[src/rtl/multicycle_control_if.sv]
// Handshake bundle between the multicycle controller and its datapath/memory.
// The master side is the controller: it samples the decoded instruction fields,
// the ALU zero flag and the memory acknowledge, and drives all control strobes.
interface multicycle_control_if #(
    parameter int ALUCT_W = 4,
    parameter int CNT_W   = 32
);
    logic [5:0]         op;
    logic [5:0]         funct;
    logic               zero;
    logic               mem_ack;
    logic               pc_wen;
    logic [1:0]         pc_src;
    logic               ir_wen;
    logic               iord;
    logic               mem_ren;
    logic               mem_wen;
    logic               rf_wen;
    logic               rf_dst;
    logic               data_rf;
    logic               alu_src_a;
    logic [1:0]         alu_src_b;
    logic [ALUCT_W-1:0] alu_ct;
    logic [3:0]         state;
    logic [CNT_W-1:0]   inst_cnt;
    logic               illegal;

    modport master (
        input  op, funct, zero, mem_ack,
        output pc_wen, pc_src, ir_wen, iord, mem_ren, mem_wen,
               rf_wen, rf_dst, data_rf, alu_src_a, alu_src_b, alu_ct,
               state, inst_cnt, illegal
    );

    modport slave (
        output op, funct, zero, mem_ack,
        input  pc_wen, pc_src, ir_wen, iord, mem_ren, mem_wen,
               rf_wen, rf_dst, data_rf, alu_src_a, alu_src_b, alu_ct,
               state, inst_cnt, illegal
    );
endinterface

[src/rtl/multicycle_control.sv]
// Multicycle MIPS-subset control FSM (R-type, lw, sw, beq, j, addiu).
// Outputs are decoded from the current state, with mem_ack and zero folded in
// where a state waits on memory or resolves a branch. A retired-instruction
// counter ticks on every legal instruction's final transition back to fetch.
// Optional feature: define MULTICYCLE_CONTROL_BNE_EN to add bne (opcode 000101),
// which reuses the branch state with the zero test inverted.
module multicycle_control #(
    parameter int ALUCT_W = 4,
    parameter int CNT_W   = 32
) (
    input  logic                  clk,
    input  logic                  rst,
    multicycle_control_if.master  bus
);

    typedef enum logic [3:0] {
        S_IF  = 4'd0,
        S_ID  = 4'd1,
        S_MA  = 4'd2,
        S_MR  = 4'd3,
        S_MWB = 4'd4,
        S_MW  = 4'd5,
        S_EX  = 4'd6,
        S_RWB = 4'd7,
        S_BR  = 4'd8,
        S_JP  = 4'd9,
        S_IEX = 4'd10,
        S_IWB = 4'd11
    } state_t;

    localparam logic [5:0] OP_R     = 6'b000000;
    localparam logic [5:0] OP_LW    = 6'b100011;
    localparam logic [5:0] OP_SW    = 6'b101011;
    localparam logic [5:0] OP_BEQ   = 6'b000100;
    localparam logic [5:0] OP_J     = 6'b000010;
    localparam logic [5:0] OP_ADDIU = 6'b001001;
    localparam logic [5:0] OP_BNE   = 6'b000101;

    localparam logic [3:0] ALU_AND = 4'b0000;
    localparam logic [3:0] ALU_OR  = 4'b0001;
    localparam logic [3:0] ALU_ADD = 4'b0010;
    localparam logic [3:0] ALU_SUB = 4'b0110;
    localparam logic [3:0] ALU_SLT = 4'b0111;

`ifdef MULTICYCLE_CONTROL_BNE_EN
    localparam logic BNE_EN = 1'b1;
`else
    localparam logic BNE_EN = 1'b0;
`endif

    state_t           r_state;
    state_t           w_nextState;
    logic [CNT_W-1:0] r_instCnt;

    logic       w_pcWen;
    logic [1:0] w_pcSrc;
    logic       w_irWen;
    logic       w_iord;
    logic       w_memRen;
    logic       w_memWen;
    logic       w_rfWen;
    logic       w_rfDst;
    logic       w_dataRf;
    logic       w_aluSrcA;
    logic [1:0] w_aluSrcB;
    logic [3:0] w_aluOp;
    logic       w_illegal;
    logic       w_retire;
    logic       w_isBne;

    assign w_isBne = BNE_EN && (bus.op == OP_BNE);

    // State register; reset abandons any instruction, including memory waits.
    always_ff @(posedge clk) begin
        if (rst) begin
            r_state <= S_IF;
        end else begin
            r_state <= w_nextState;
        end
    end

    // Retired-instruction counter, wrapping naturally at its width.
    always_ff @(posedge clk) begin
        if (rst) begin
            r_instCnt <= '0;
        end else if (w_retire) begin
            r_instCnt <= r_instCnt + CNT_W'(1);
        end
    end

    // Next-state and per-state control decode; everything idles at zero unless the state says otherwise.
    always_comb begin
        w_nextState = r_state;
        w_pcWen     = 1'b0;
        w_pcSrc     = 2'b00;
        w_irWen     = 1'b0;
        w_iord      = 1'b0;
        w_memRen    = 1'b0;
        w_memWen    = 1'b0;
        w_rfWen     = 1'b0;
        w_rfDst     = 1'b0;
        w_dataRf    = 1'b0;
        w_aluSrcA   = 1'b0;
        w_aluSrcB   = 2'b00;
        w_aluOp     = ALU_AND;
        w_illegal   = 1'b0;
        w_retire    = 1'b0;

        case (r_state)
            S_IF: begin
                w_memRen  = 1'b1;
                w_aluSrcB = 2'b01;
                w_aluOp   = ALU_ADD;
                if (bus.mem_ack) begin
                    w_irWen     = 1'b1;
                    w_pcWen     = 1'b1;
                    w_nextState = S_ID;
                end
            end
            S_ID: begin
                w_aluSrcB = 2'b11;
                w_aluOp   = ALU_ADD;
                case (bus.op)
                    OP_LW, OP_SW: w_nextState = S_MA;
                    OP_R:         w_nextState = S_EX;
                    OP_BEQ:       w_nextState = S_BR;
                    OP_J:         w_nextState = S_JP;
                    OP_ADDIU:     w_nextState = S_IEX;
                    default: begin
                        if (w_isBne) begin
                            w_nextState = S_BR;
                        end else begin
                            w_illegal   = 1'b1;
                            w_nextState = S_IF;
                        end
                    end
                endcase
            end
            S_MA: begin
                w_aluSrcA   = 1'b1;
                w_aluSrcB   = 2'b10;
                w_aluOp     = ALU_ADD;
                w_nextState = (bus.op == OP_LW) ? S_MR : S_MW;
            end
            S_MR: begin
                w_memRen = 1'b1;
                w_iord   = 1'b1;
                if (bus.mem_ack) begin
                    w_nextState = S_MWB;
                end
            end
            S_MW: begin
                w_memWen = 1'b1;
                w_iord   = 1'b1;
                if (bus.mem_ack) begin
                    w_nextState = S_IF;
                    w_retire    = 1'b1;
                end
            end
            S_MWB: begin
                w_rfWen     = 1'b1;
                w_dataRf    = 1'b1;
                w_nextState = S_IF;
                w_retire    = 1'b1;
            end
            S_EX: begin
                w_aluSrcA   = 1'b1;
                w_nextState = S_RWB;
                casez (bus.funct)
                    6'b10000?: w_aluOp = ALU_ADD;
                    6'b10001?: w_aluOp = ALU_SUB;
                    6'b100100: w_aluOp = ALU_AND;
                    6'b100101: w_aluOp = ALU_OR;
                    6'b101010: w_aluOp = ALU_SLT;
                    default: begin
                        w_illegal   = 1'b1;
                        w_nextState = S_IF;
                    end
                endcase
            end
            S_RWB: begin
                w_rfWen     = 1'b1;
                w_rfDst     = 1'b1;
                w_nextState = S_IF;
                w_retire    = 1'b1;
            end
            S_BR: begin
                w_aluSrcA   = 1'b1;
                w_aluOp     = ALU_SUB;
                w_pcSrc     = 2'b01;
                w_pcWen     = w_isBne ? ~bus.zero : bus.zero;
                w_nextState = S_IF;
                w_retire    = 1'b1;
            end
            S_JP: begin
                w_pcSrc     = 2'b10;
                w_pcWen     = 1'b1;
                w_nextState = S_IF;
                w_retire    = 1'b1;
            end
            S_IEX: begin
                w_aluSrcA   = 1'b1;
                w_aluSrcB   = 2'b10;
                w_aluOp     = ALU_ADD;
                w_nextState = S_IWB;
            end
            S_IWB: begin
                w_rfWen     = 1'b1;
                w_nextState = S_IF;
                w_retire    = 1'b1;
            end
            default: begin
                w_nextState = S_IF;
            end
        endcase
    end

    // Write/request strobes and the illegal pulse are held off while reset is asserted.
    assign bus.pc_wen    = w_pcWen  & ~rst;
    assign bus.ir_wen    = w_irWen  & ~rst;
    assign bus.mem_ren   = w_memRen & ~rst;
    assign bus.mem_wen   = w_memWen & ~rst;
    assign bus.rf_wen    = w_rfWen  & ~rst;
    assign bus.illegal   = w_illegal & ~rst;
    assign bus.pc_src    = w_pcSrc;
    assign bus.iord      = w_iord;
    assign bus.rf_dst    = w_rfDst;
    assign bus.data_rf   = w_dataRf;
    assign bus.alu_src_a = w_aluSrcA;
    assign bus.alu_src_b = w_aluSrcB;
    assign bus.alu_ct    = ALUCT_W'(w_aluOp);
    assign bus.state     = r_state;
    assign bus.inst_cnt  = r_instCnt;

endmodule

[src/flat_wrapper.sv]
// flat-port wrapper written by rule: the top's interface ports become plain ports
module multicycle_control_flat 
#(
    parameter int ALUCT_W = 4,
    parameter int CNT_W   = 32
)
  (clk, rst, bus_op, bus_funct, bus_zero, bus_mem_ack, bus_pc_wen, bus_pc_src, bus_ir_wen, bus_iord, bus_mem_ren, bus_mem_wen, bus_rf_wen, bus_rf_dst, bus_data_rf, bus_alu_src_a, bus_alu_src_b, bus_alu_ct, bus_state, bus_inst_cnt, bus_illegal);
  multicycle_control_if #(.ALUCT_W(ALUCT_W), .CNT_W(CNT_W)) bus_i ();
  input  logic clk;
  input  logic rst;
  input wire logic [$bits(bus_i.op)-1:0] bus_op;
  input wire logic [$bits(bus_i.funct)-1:0] bus_funct;
  input wire logic [$bits(bus_i.zero)-1:0] bus_zero;
  input wire logic [$bits(bus_i.mem_ack)-1:0] bus_mem_ack;
  output wire logic [$bits(bus_i.pc_wen)-1:0] bus_pc_wen;
  output wire logic [$bits(bus_i.pc_src)-1:0] bus_pc_src;
  output wire logic [$bits(bus_i.ir_wen)-1:0] bus_ir_wen;
  output wire logic [$bits(bus_i.iord)-1:0] bus_iord;
  output wire logic [$bits(bus_i.mem_ren)-1:0] bus_mem_ren;
  output wire logic [$bits(bus_i.mem_wen)-1:0] bus_mem_wen;
  output wire logic [$bits(bus_i.rf_wen)-1:0] bus_rf_wen;
  output wire logic [$bits(bus_i.rf_dst)-1:0] bus_rf_dst;
  output wire logic [$bits(bus_i.data_rf)-1:0] bus_data_rf;
  output wire logic [$bits(bus_i.alu_src_a)-1:0] bus_alu_src_a;
  output wire logic [$bits(bus_i.alu_src_b)-1:0] bus_alu_src_b;
  output wire logic [$bits(bus_i.alu_ct)-1:0] bus_alu_ct;
  output wire logic [$bits(bus_i.state)-1:0] bus_state;
  output wire logic [$bits(bus_i.inst_cnt)-1:0] bus_inst_cnt;
  output wire logic [$bits(bus_i.illegal)-1:0] bus_illegal;
  assign bus_i.op = bus_op;
  assign bus_i.funct = bus_funct;
  assign bus_i.zero = bus_zero;
  assign bus_i.mem_ack = bus_mem_ack;
  assign bus_pc_wen = bus_i.pc_wen;
  assign bus_pc_src = bus_i.pc_src;
  assign bus_ir_wen = bus_i.ir_wen;
  assign bus_iord = bus_i.iord;
  assign bus_mem_ren = bus_i.mem_ren;
  assign bus_mem_wen = bus_i.mem_wen;
  assign bus_rf_wen = bus_i.rf_wen;
  assign bus_rf_dst = bus_i.rf_dst;
  assign bus_data_rf = bus_i.data_rf;
  assign bus_alu_src_a = bus_i.alu_src_a;
  assign bus_alu_src_b = bus_i.alu_src_b;
  assign bus_alu_ct = bus_i.alu_ct;
  assign bus_state = bus_i.state;
  assign bus_inst_cnt = bus_i.inst_cnt;
  assign bus_illegal = bus_i.illegal;
  multicycle_control #(.ALUCT_W(ALUCT_W), .CNT_W(CNT_W)) u_core (.clk(clk), .rst(rst), .bus(bus_i));
endmodule
[config.mk]
export PLATFORM = sky130hd
export DESIGN_NAME = multicycle_control_flat
export DESIGN_NICKNAME = d
export VERILOG_FILES = /design/src/rtl/multicycle_control_if.sv /design/src/rtl/multicycle_control.sv /design/src/flat_wrapper.sv
export SDC_FILE = /design/constraint.sdc
export NUM_CORES = 1
export LEC_CHECK = 0
export CORE_ASPECT_RATIO = 1.1
export CORE_MARGIN = 2
export CORE_UTILIZATION = 50
export CTS_CLUSTER_DIAMETER = 30
export CTS_CLUSTER_SIZE = 20
export DETAILED_ROUTE_END_ITERATION = 6
export PLACE_DENSITY = 0.86
export SLEW_MARGIN = 10
export SYNTH_ARGS = -nofsm -noshare
export SYNTH_HDL_FRONTEND = slang
export SYNTH_SLANG_ARGS = --single-unit
[constraint.sdc]
create_clock -name clk -period 4 [get_ports clk]
set_clock_uncertainty 0.15 [all_clocks]
set_input_delay 0.4 -clock clk [delete_from_list [all_inputs] [get_ports clk]]
set_output_delay 0.4 -clock clk [all_outputs]
set_load 0.02 [all_outputs]
==> key figures <==
Clocking
  – Clk_lat worst skew: 0.29 ns
  – Clock Tree Root: clkbuf_8
  – CTS Buffer Depth: 2
  – Post-CTS setup buffer count: 0
  – CTS tree: yes
  – # resized after CTS: 0
  – Worst-path clk slew: 0.08 ns
  – Post-cts hold buffer count: 0
  – TritonCTS Buffers: 5
  – H-tree depth: 2
  – CTS sink count: 36

Critical path
  – CP Launch Type: flip-flop
  – Worst Path Arrival: 2.65 ns
  – Slowest-stage cell, CP: dfxtp_1
  – Critical-path cell list: or2b_2 -> a2111oi_0 -> nor2_1 -> o22ai_1 -> clkdlybuf4s50_1
  – Worst path max stage delay: 0.70 ns
  – Reg2reg setup slack: 1.10 ns
  – Critical setup path kind: flip-flop to primary output
  – Crit end category: primary output
  – Critical path fanouts, max: 19
  – Req. time, crit path: 3.45 ns

Synthesis
  – Avg Cell Area, Syn: 7.73 µm²
  – Prevailing post-synth register cell: dfxtp_1
  – Post-synth top area cell: dfxtp_1
  – Area of the mapped netlist: 2190 µm²
  – Ys async rst share: 0%
  – Post-synthesis sequential area ratio: 33.0%
  – Share of the synthesized area in the top cell type: 33.0%
  – Synth area leaders: dfxtp_1 33%, nor2_1 6.4%, xnor2_1 6.0%
  – Number of synthesized flops with an enable pin: 0
  – Post-Syn Nets: 300
  – Synth Instances: 283
  – Synth Register Bits: 36
  – Count of cell types in the netlist: 51
  – Synth warn: 0

Timing
  – Fin. max-slew vios: 0
  – Total negative setup slack: 0 ns
  – Final min period: 3.20 ns
  – Fmax: 0.312 GHz
  – Slew headroom: 60.3%
  – Hold Fails Final Rpt: 0
  – Final worst setup slack: 0.800 ns
  – Crit share post-route: 80.0%
  – Slew @ Worst Pin: 0.594 ns
  – # setup viols final: 0
  – RSZ-0062 raised after global routing: no

Drt
  – DR DRC count: 0
  – DRT iter0 DRCs: 203
  – Drt wl/cell: 14.6 µm
  – Vias/cell: 5.99
  – Routed WL: 5.81 mm
  – Routed Antenna Nets: 0
  – Vias post-DR: 2,391
  – Drt first pass iters: 4

Floorplanning
  – Die Wd: 67.1 µm
  – Top Ports: 70
  – Initial Util: 51.4%
  – DIE HEIGHT: 73.4 µm
  – Core area: 4250 µm²
  – Row count: 25
  – DIE AREA: 4920 µm²

Finish
  – Final instance area: 2960 µm²
  – Area Growth Syn to Fin: 35.2%
  – Non-Filler Instances: 399
  – # diodes: 0
  – Share of layout cells above drive strength 1: 4.35%
  – Final net count: 361
  – Fill cell count: 375

Global routing
  – Total track usage: 24.5%
  – Gr ovfl total: 0
  – First-pass GRT wire length: 9.63 mm
  – Largest net degree at the start of global routing: 43
  – Initial antenna violation count: 0
  – Vias in the first global route: 2,141

Placement
  – Post-DP HPWL: 4.18 mm
  – Placed insts: 391
  – Port Buf Inserts: 68
  – GPL Wtd Cong: 0.931
  – Area after DPL: 2870 µm²
  – Setup WS pre-CTS: 1.09 ns

Power and ir drop
  – Worst vdd ir: 208 µV
  – PD cells: 235 nW/µm²
  – LEAKAGE: 0.928 nW

Job
  – Max Cap Violations: 0

Min path
  – Hold WC Path Type: flip-flop to flip-flop

Outcome
  – Status: completed
-- layout make-up --
class	instances	area, µm²	area share [%]
clock buffers	5	68.8	2.33
clock inverters	3	18.8	0.635
inverters	5	18.8	0.635
multi-input cells	227	1380	46.5
flip-flops and latches	36	721	24.4
well taps	54	67.6	2.28
repair buffers	69	688	23.3
-- metal layers --
layer  track usage (%)  routed length [µm]  vias up
li1                  -                   -     1149
met1              31.4                2450     1122
met2              40.5                2900      109
met3              6.28                 385       11
met4              7.26                  74        0
met5                 0                   0        -
-- state kept, by name (all words and copies together) (netlist names) --
name and flops:
u_core.bus.inst_cnt 32, u_core.bus.state 4
-- cells in the mapped netlist, types with 2 or more instances --
master,n
nand2_1,21
dfxtp_1,36
and3_1,3
or3_1,8
xor2_1,9
o22ai_1,4
nor2_1,37
nor2b_1,6
a21oi_1,14
nand4_1,13
clkbuf_1,10
o21ai_0,7
nand2b_1,8
nor3b_1,4
nand3_1,13
and4_1,3
and2_1,3
o31ai_1,4
nor3_1,15
inv_1,5
or4_1,5
a31oi_1,2
buf_4,2
nand3b_1,2
nor4_1,9
xnor2_1,15
-- worst paths after layout --
| check | startpoint | endpoint | depth (start not counted) |
|---|---|---|---|
| worst max-delay path | u_core.bus.state[1]$_SDFFE_PP0P_ | bus_alu_ct[1] | 5 |
| worst min-delay path | u_core.bus.inst_cnt[29]$_SDFFE_PP0P_ | u_core.bus.inst_cnt[29]$_SDFFE_PP0P_ | 2 |
| worst max register to register | u_core.bus.state[3]$_SDFFE_PP0P_ | u_core.bus.inst_cnt[29]$_SDFFE_PP0P_ | 5 |
| worst min register to register | u_core.bus.inst_cnt[29]$_SDFFE_PP0P_ | u_core.bus.inst_cnt[29]$_SDFFE_PP0P_ | 2 |
-- worst max-delay path, delay by kind of cell (launching register included) --
kind / cells / cell delay (ns)
flops: 1 / 0.70
buf+inv: 1 / 0.63
compound gates: 2 / 0.52
simple gates: 2 / 0.51
-- layout by cell type (no fill, tap or decap), types with 6 or more instances in the layout --
cell type and instances:
clkdlybuf4s50_1 68, xnor2_1 15, o21ai_0 7, nor2b_1 6
nand2_1 21, nor4_1 9, nand2b_1 8, nand4_1 13
nor2_1 37, nor3_1 15, a21oi_1 14, xor2_1 9
or3_1 8, nand3_1 13, dfxtp_1 36
-- metrics by stage --
step,utilization (%),total power [mW],hold slack (ns)
2_1_floorplan,-,0.412,0.415
3_3_place_gp,67.5,0.445,0.334
3_5_place_dp,67.5,0.446,0.352
4_1_cts,69.5,0.696,0.363
5_1_grt,69.5,0.718,0.398
6_report,69.5,0.694,0.357
-- cell families after synthesis --
family | after synthesis | synth area share [%]
multiplexers | 1 | 0.458
flip-flops | 36 | 33.0
adder cells (fa/ha/maj) | 1 | 0.572
AO/OA/AOI/OAI | 41 | 11.8
other | 1 | 0.171
AND/OR/NAND/NOR | 159 | 40.3
buffers and inverters | 20 | 4.18
XOR/XNOR | 24 | 9.61
-- power breakdown --
part           internal [mW]  switching [mW]  total [mW]
clock network          0.121           0.134       0.256
logic                 0.0354          0.0386      0.0740
registers              0.359         0.00546       0.365
No activity file was read; power rests on OpenSTA's default activity.
